--- config.mk ---
export PLATFORM = sky130hd
export DESIGN_NAME = orc_mem_arbiter
export DESIGN_NICKNAME = d
export VERILOG_FILES = /design/src/rtl/orc_mem_arbiter_pkg.sv /design/src/rtl/orc_mem_arbiter_rr_pick3.sv /design/src/rtl/orc_mem_arbiter.sv
export SDC_FILE = /design/constraint.sdc
export NUM_CORES = 1
export LEC_CHECK = 0
export ABC_AREA = 0
export ABC_CLOCK_PERIOD_IN_PS = 3100
export CORE_MARGIN = 3
export CORE_UTILIZATION = 25
export CTS_CLUSTER_DIAMETER = 40
export DETAILED_ROUTE_END_ITERATION = 8
export GPL_TIMING_DRIVEN = 0
export SYNTH_ARGS = -nofsm -noshare
export SYNTH_HDL_FRONTEND = slang
export SYNTH_SLANG_ARGS = --single-unit
--- constraint.sdc ---
create_clock -name clk -period 3.1 [get_ports clk]
set_clock_uncertainty 0.2 [all_clocks]
set_input_delay 0.62 -clock clk [delete_from_list [all_inputs] [get_ports clk]]
set_output_delay 0.62 -clock clk [all_outputs]
set_load 0.02 [all_outputs]
--- src/rtl/orc_mem_arbiter_pkg.sv ---
// Shared types and constants for the ORC_R32I memory arbiter.
package orc_arb_pkg;

  typedef enum logic [1:0] {
    ST_IDLE    = 2'd0,
    ST_ISSUE   = 2'd1,
    ST_WAIT    = 2'd2,
    ST_RELEASE = 2'd3
  } arb_state_t;

  localparam logic [1:0]  REQ_INST = 2'd0;
  localparam logic [1:0]  REQ_RD   = 2'd1;
  localparam logic [1:0]  REQ_WR   = 2'd2;

  // Console MMIO word; the arbiter treats it as ordinary memory.
  localparam logic [31:0] CONSOLE_ADDR = 32'h1000_0000;

  // Next requester index in rotation; an out-of-range index wraps to inst.
  function automatic logic [1:0] rr_next(input logic [1:0] idx);
    logic [1:0] nxt;
    if (idx >= REQ_WR) nxt = REQ_INST;
    else               nxt = idx + 2'd1;
    return nxt;
  endfunction

endpackage

--- src/rtl/orc_mem_arbiter_rr_pick3.sv ---
// Combinational 3-way round-robin picker: first active request after 'last'.
module orc_rr_pick3
  import orc_arb_pkg::*;
(
  input  logic [2:0] req,
  input  logic [1:0] last,
  output logic [1:0] grant,
  output logic       valid
);

  logic [1:0] c0;
  logic [1:0] c1;
  logic [1:0] c2;

  // Scan order is last+1, last+2, last+3 (mod 3).
  always_comb begin
    c0    = rr_next(last);
    c1    = rr_next(c0);
    c2    = rr_next(c1);
    valid = |req;
    grant = REQ_INST;
    if (req[c0])      grant = c0;
    else if (req[c1]) grant = c1;
    else if (req[c2]) grant = c2;
  end

endmodule

--- src/rtl/orc_mem_arbiter.sv ---
// Round-robin arbiter putting inst-fetch, data-read and data-write requests
// onto one single-port memory bus, with a per-transaction ack timeout.
module orc_mem_arbiter
  import orc_arb_pkg::*;
#(
  parameter int unsigned TIMEOUT_CYCLES = 255
) (
  input  logic        clk,
  input  logic        resetn,
  input  logic        i_inst_read,
  input  logic [31:0] i_inst_read_addr,
  output logic        o_inst_read_ack,
  output logic [31:0] o_inst_read_data,
  input  logic        i_master_read,
  input  logic [31:0] i_master_read_addr,
  output logic        o_master_read_ack,
  output logic [31:0] o_master_read_data,
  input  logic        i_master_write,
  input  logic [31:0] i_master_write_addr,
  input  logic [31:0] i_master_write_data,
  input  logic [3:0]  i_master_write_byte_enable,
  output logic        o_master_write_ack,
  output logic        o_mem_read,
  output logic        o_mem_write,
  output logic [31:0] o_mem_addr,
  output logic [31:0] o_mem_wdata,
  output logic [3:0]  o_mem_byte_enable,
  input  logic        i_mem_ack,
  input  logic [31:0] i_mem_rdata,
  output logic        o_bus_error
);

  localparam logic [8:0] TMO9 = 9'(TIMEOUT_CYCLES);
  localparam logic [7:0] TMO8 = 8'(TIMEOUT_CYCLES);

  arb_state_t state;
  arb_state_t state_next;

  logic [1:0]  last_grant;
  logic [1:0]  grant;
  logic [7:0]  cnt;
  logic [8:0]  cnt_inc;

  logic [1:0]  pick_grant;
  logic        pick_valid;

  logic        do_grant;
  logic        do_complete;
  logic        timed_out;

  orc_rr_pick3 u_pick (
    .req   ({i_master_write, i_master_read, i_inst_read}),
    .last  (last_grant),
    .grant (pick_grant),
    .valid (pick_valid)
  );

  // cnt is cleared on the grant edge, so it reads 0 in ISSUE and counts
  // cycles since the strobe; timeout fires when the next count hits the limit.
  assign cnt_inc = {1'b0, cnt} + 9'd1;

  // State register.
  always_ff @(posedge clk) begin
    if (!resetn) state <= ST_IDLE;
    else         state <= state_next;
  end

  // Next-state and transaction control decode.
  always_comb begin
    state_next  = state;
    do_grant    = 1'b0;
    do_complete = 1'b0;
    timed_out   = 1'b0;
    case (state)
      ST_IDLE: begin
        if (pick_valid) begin
          do_grant   = 1'b1;
          state_next = ST_ISSUE;
        end
      end
      ST_ISSUE: state_next = ST_WAIT;
      ST_WAIT: begin
        if (i_mem_ack) begin
          do_complete = 1'b1;
          state_next  = ST_RELEASE;
        end else if (cnt_inc >= TMO9) begin
          do_complete = 1'b1;
          timed_out   = 1'b1;
          state_next  = ST_RELEASE;
        end
      end
      ST_RELEASE: state_next = ST_IDLE;
      default:    state_next = ST_IDLE;
    endcase
  end

  // Timeout counter, saturating at the limit.
  always_ff @(posedge clk) begin
    if (!resetn) begin
      cnt <= 8'd0;
    end else if (do_grant) begin
      cnt <= 8'd0;
    end else if (state == ST_ISSUE || state == ST_WAIT) begin
      cnt <= (cnt_inc >= TMO9) ? TMO8 : cnt_inc[7:0];
    end
  end

  // Grant latch and downstream command fields; strobes last one cycle.
  always_ff @(posedge clk) begin
    if (!resetn) begin
      grant             <= REQ_INST;
      o_mem_read        <= 1'b0;
      o_mem_write       <= 1'b0;
      o_mem_addr        <= 32'h0;
      o_mem_wdata       <= 32'h0;
      o_mem_byte_enable <= 4'h0;
    end else begin
      o_mem_read  <= 1'b0;
      o_mem_write <= 1'b0;
      if (do_grant) begin
        grant <= pick_grant;
        case (pick_grant)
          REQ_WR: begin
            o_mem_write       <= 1'b1;
            o_mem_addr        <= i_master_write_addr;
            o_mem_wdata       <= i_master_write_data;
            o_mem_byte_enable <= i_master_write_byte_enable;
          end
          REQ_RD: begin
            o_mem_read        <= 1'b1;
            o_mem_addr        <= i_master_read_addr;
            o_mem_wdata       <= 32'h0;
            o_mem_byte_enable <= 4'hF;
          end
          default: begin
            o_mem_read        <= 1'b1;
            o_mem_addr        <= i_inst_read_addr;
            o_mem_wdata       <= 32'h0;
            o_mem_byte_enable <= 4'hF;
          end
        endcase
      end
    end
  end

  // Completion: one-cycle requester ack, read data capture, bus error pulse.
  always_ff @(posedge clk) begin
    if (!resetn) begin
      last_grant         <= REQ_WR;
      o_inst_read_ack    <= 1'b0;
      o_inst_read_data   <= 32'h0;
      o_master_read_ack  <= 1'b0;
      o_master_read_data <= 32'h0;
      o_master_write_ack <= 1'b0;
      o_bus_error        <= 1'b0;
    end else begin
      o_inst_read_ack    <= 1'b0;
      o_master_read_ack  <= 1'b0;
      o_master_write_ack <= 1'b0;
      o_bus_error        <= 1'b0;
      if (do_complete) begin
        last_grant  <= grant;
        o_bus_error <= timed_out;
        case (grant)
          REQ_WR: o_master_write_ack <= 1'b1;
          REQ_RD: begin
            o_master_read_ack  <= 1'b1;
            o_master_read_data <= timed_out ? 32'h0 : i_mem_rdata;
          end
          default: begin
            o_inst_read_ack  <= 1'b1;
            o_inst_read_data <= timed_out ? 32'h0 : i_mem_rdata;
          end
        endcase
      end
    end
  end

endmodule

==> impl_metrics.py <==
metrics = {
    "setup_path": {
        "r2r_setup_slack_ps": 550,
        "path_delay_family": "buffers and inverters",
        "crit_slowest_cell": "clkdlybuf4s50_1",
        "worst-path-buf-inv": 4,
        "cp-startpoint": "i_inst_read",
        "r2r_cells": 11,
        "crit_required_ps": 3250,
        "cp-end-kind": "register",
        "r2r_end": "o_mem_addr[0]",
        "r2r_start": "last_grant[1]",
        "timing_worst_setup_path_type": "in2reg",
        "crit_top_cell": "a21oi_1",
        "worstPathCellList": "clkdlybuf4s50_1 -> a21oi_1 -> o21a_1 -> inv_1 -> ha_1 -> clkbuf_2 -> clkbuf_1 -> a22oi_1 -> o21ai_1 -> nand2_1 -> a21oi_1",
        "worstPathArrival_ps": 3050,
        "critPathCapture": "o_mem_addr[0]",
        "crit_cells": 11,
        "crit_fanout": 10,
        "slowest_delay_ps": 550,
        "setup.worst_path.start_class": "primary input",
    },
    "flow_run": {
        "timing.max_cap.violations": 0,
    },
    "global_route": {
        "grt_pass1_wl_um": 32400,
        "grt_pass1_vias": 5588,
        "grt.total_usage_pct": 16.02,
        "antenna_found_initial": 0,
        "overflow": 0,
        "grt_max_degree": 18,
    },
    "clock_tree": {
        "clkTransAtPathRegs_ps": 70,
        "cts_inserted_buffers": 17,
        "cts_tree": "done",
        "h-tree-depth": 4,
        "clockBufferDepth": 2,
        "cts_num_sinks": 152,
        "clkLatencyLatePin_ps": 420,
        "cts_root_buf": "clkbuf_16",
        "cts_hold_buf": 0,
    },
    "sta": {
        "fmax_mhz": 344.6,
        "rsz0062_at_grt": "false",
        "final.setup.worst_slack_ps": 198.5,
        "slew_violations": 0,
        "period_needed_ps": 2902,
        "hold_violations": 0,
        "relSlewSlack_pct": 59.23,
        "fin_crit_sh_pct": 93.60,
        "finalSetupViolCount": 0,
        "max_slew.worst_pin.slew_ps": 611.6,
        "fin_setup_tns_ps": 0,
    },
    "cells_and_area": {
        "area_delta_synth_final_pct": 69.18,
        "n_fill_cell": 2297,
        "drive_above_1_share_pct": 5.690,
        "n_antenna_cell": 0,
        "fin_cells": 1262,
        "nNetsFinal": 1115,
    },
    "power_and_ir_drop": {
        "power_density_mw_per_mm2": 628.2,
        "max-vdd-ir-drop_mv": 0.2812,
        "p_leak_nw": 3.669,
    },
    "floorplan": {
        "die_area_mm2": 0.02530,
        "coreArea_mm2": 0.02285,
        "fp.dieW_um": 159.1,
        "rows": 55,
        "io_pins": 308,
        "die_h_um": 159.1,
        "initial_core_util_pct": 25.64,
    },
    "placement": {
        "port_buffers": 307,
        "place_inst": 1230,
        "detailed_place_hpwl_um": 16120,
        "place_congestion": 0.8281,
        "place_ws_ps": -595.5,
    },
    "synthesis": {
        "synth_top_cell_area_share_pct": 51.94,
        "postSynthRegisterBits": 152,
        "syn_inst": 610,
        "ys_seq_area_share_pct": 51.94,
        "syn_area_mm2": 0.005858,
        "synth-main-ff-cell": "dfxtp_1",
        "synth_edf_count": 0,
        "yosysWarnings": 0,
        "synth-async-reset-ratio_pct": 0,
        "synth_area_leaders": "dfxtp_1, a22o_1, nand2_1",
        "yosys.area.top_type": "dfxtp_1",
        "syn-num-nets": 789,
        "postSynthAreaPerCell_um2": 9.603,
        "yosysUniqueCellTypes": 44,
    },
    "routing": {
        "wl_per_cell_um": 16.36,
        "totalWireLength_um": 20650,
        "drt.antenna.violating_nets": 0,
        "drt_iter0_drc": 353,
        "num_vias": 5777,
        "firstDrtPassIters": 4,
        "via_per_inst": 4.578,
        "drc": 0,
    },
    "run_status": {
        "status": "complete, no violations",
    },
    "min_path": {
        "worstHoldPathType": "reg2reg",
    },
}
[where the power goes]
part	total [mW]	switching, mW	internal [mW]
registers	2.32	0.136	2.19
logic	1.88	1.06	0.821
clock network	2.02	0.950	1.07
total	6.23	2.14	4.08
[layout by cell type, fill, tap and decap left out, types with 2 or more instances in the layout]
cell type        instances
a21oi_1                 40
a22o_1                  96
a22oi_1                 32
a31oi_1                  5
a31oi_4                  2
and2_1                   5
and3_1                   6
buf_6                    6
clkbuf_1                39
clkbuf_16               17
clkbuf_2                 3
clkdlybuf4s50_1        307
clkinv_8                 4
clkinvlp_4               3
dfxtp_1                152
ha_1                     9
inv_1                   11
inv_6                    5
inv_8                    2
mux2i_1                  2
nand2_1                111
nand3_1                  2
nor2_1                  12
nor3_1                   9
nor3b_1                  4
o21a_1                   3
o21ai_0                 35
o21ai_1                  2
o31ai_1                  2
[Yosys cell counts (3+ instances only)]
master / n
o21ai_0: 35
and3_1: 6
a31oi_1: 5
nor3b_1: 4
buf_6: 6
a21oi_1: 40
nand2_1: 111
inv_1: 11
o21a_1: 3
and2_1: 5
nor2_1: 12
ha_1: 9
clkbuf_1: 42
dfxtp_1: 152
a22o_1: 96
a22oi_1: 32
nor3_1: 9
[stage by stage]
step | cell area (µm²) | power (mW) | hold WS (ps) | utilization, %
6_report | 9911 | 6.226 | 255.4 | 43.38
5_1_grt | 9911 | 6.602 | 274.3 | 43.38
4_1_cts | 9910 | 6.327 | 255.4 | 43.37
3_5_place_dp | 9323 | 4.265 | 247.1 | 40.81
3_3_place_gp | 9323 | 4.250 | 241.9 | 40.81
2_1_floorplan | 5858 | 3.321 | 247.7 | -
[flip-flops by register name (all words and copies together) (netlist names)]
| register | count |
|---|---|
| o_mem_addr | 32 |
| last_grant | 2 |
| o_inst_read_data | 32 |
| o_mem_byte_enable | 4 |
| grant | 2 |
| o_mem_write | 1 |
| o_master_read_ack | 1 |
| o_master_write_ack | 1 |
| cnt | 8 |
| o_mem_read | 1 |
| o_inst_read_ack | 1 |
| o_mem_wdata | 32 |
| o_master_read_data | 32 |
| state | 2 |
| o_bus_error | 1 |
[worst min path at each step]
stage                endpoint  slack [ps]  depth (start not counted)            from
2_1_floorplan   last_grant[0]         250                          2   last_grant[0]
3_3_place_gp   o_mem_addr[27]         240                          2  o_mem_addr[27]
3_5_place_dp   o_mem_addr[27]         250                          2  o_mem_addr[27]
4_1_cts        o_mem_addr[27]         260                          2  o_mem_addr[27]
5_1_grt         o_mem_addr[4]         270                          2   o_mem_addr[4]
6_report        o_mem_addr[2]         260                          2   o_mem_addr[2]
[what timing repair did]
item	4_1_cts	5_1_grt
setup endpoints to repair	18	2
hold endpoints to repair	0	0
resized for setup	2	2
setup buffers	0	0
[logic make-up (layout without fill, tap and decap cells)]
logic type               count (synthesis)  count (layout)  share of synthesized area [%]
AND/OR/NAND/NOR                        159             159                          12.07
multiplexers                             2               2                         0.3417
AO/OA/AOI/OAI                          226             226                          28.92
adder cells (fa/ha/maj)                  9               9                          1.922
buffers and inverters                   62             401                          4.805
flip-flops                             152             152                          51.94
[routing by layer]
layer | GRT usage, % | vias up | wire [µm]
met1 | 18.99 | 2635 | 8657
met3 | 7.180 | 16 | 2131
met2 | 26.19 | 253 | 9555
li1 | - | 2873 | -
met4 | 4.815 | 0 | 305
met5 | 0 | - | 0
[layout make-up]
type | count | area [µm²] | share of cell area [%]
Clock buffer | 17 | 425.4 | 4.292
Multi-Input combinational cell | 396 | 2534 | 25.56
Buffer | 50 | 240.2 | 2.424
Timing Repair Buffer | 307 | 3073 | 31.01
Sequential cell | 152 | 3043 | 30.70
Clock inverter | 15 | 158.9 | 1.603
Inverter | 12 | 45.04 | 0.4545
Tap cell | 313 | 391.6 | 3.952
[worst min-delay path: cells and delay by family, from the launching register on]
family | cells | cell delay (ps)
DFF | 1 | 310
and+or+nand+nor | 1 | 50
AOI/OAI and AO/OA | 1 | 50
Note: power is estimated with default switching activity, not from simulation.
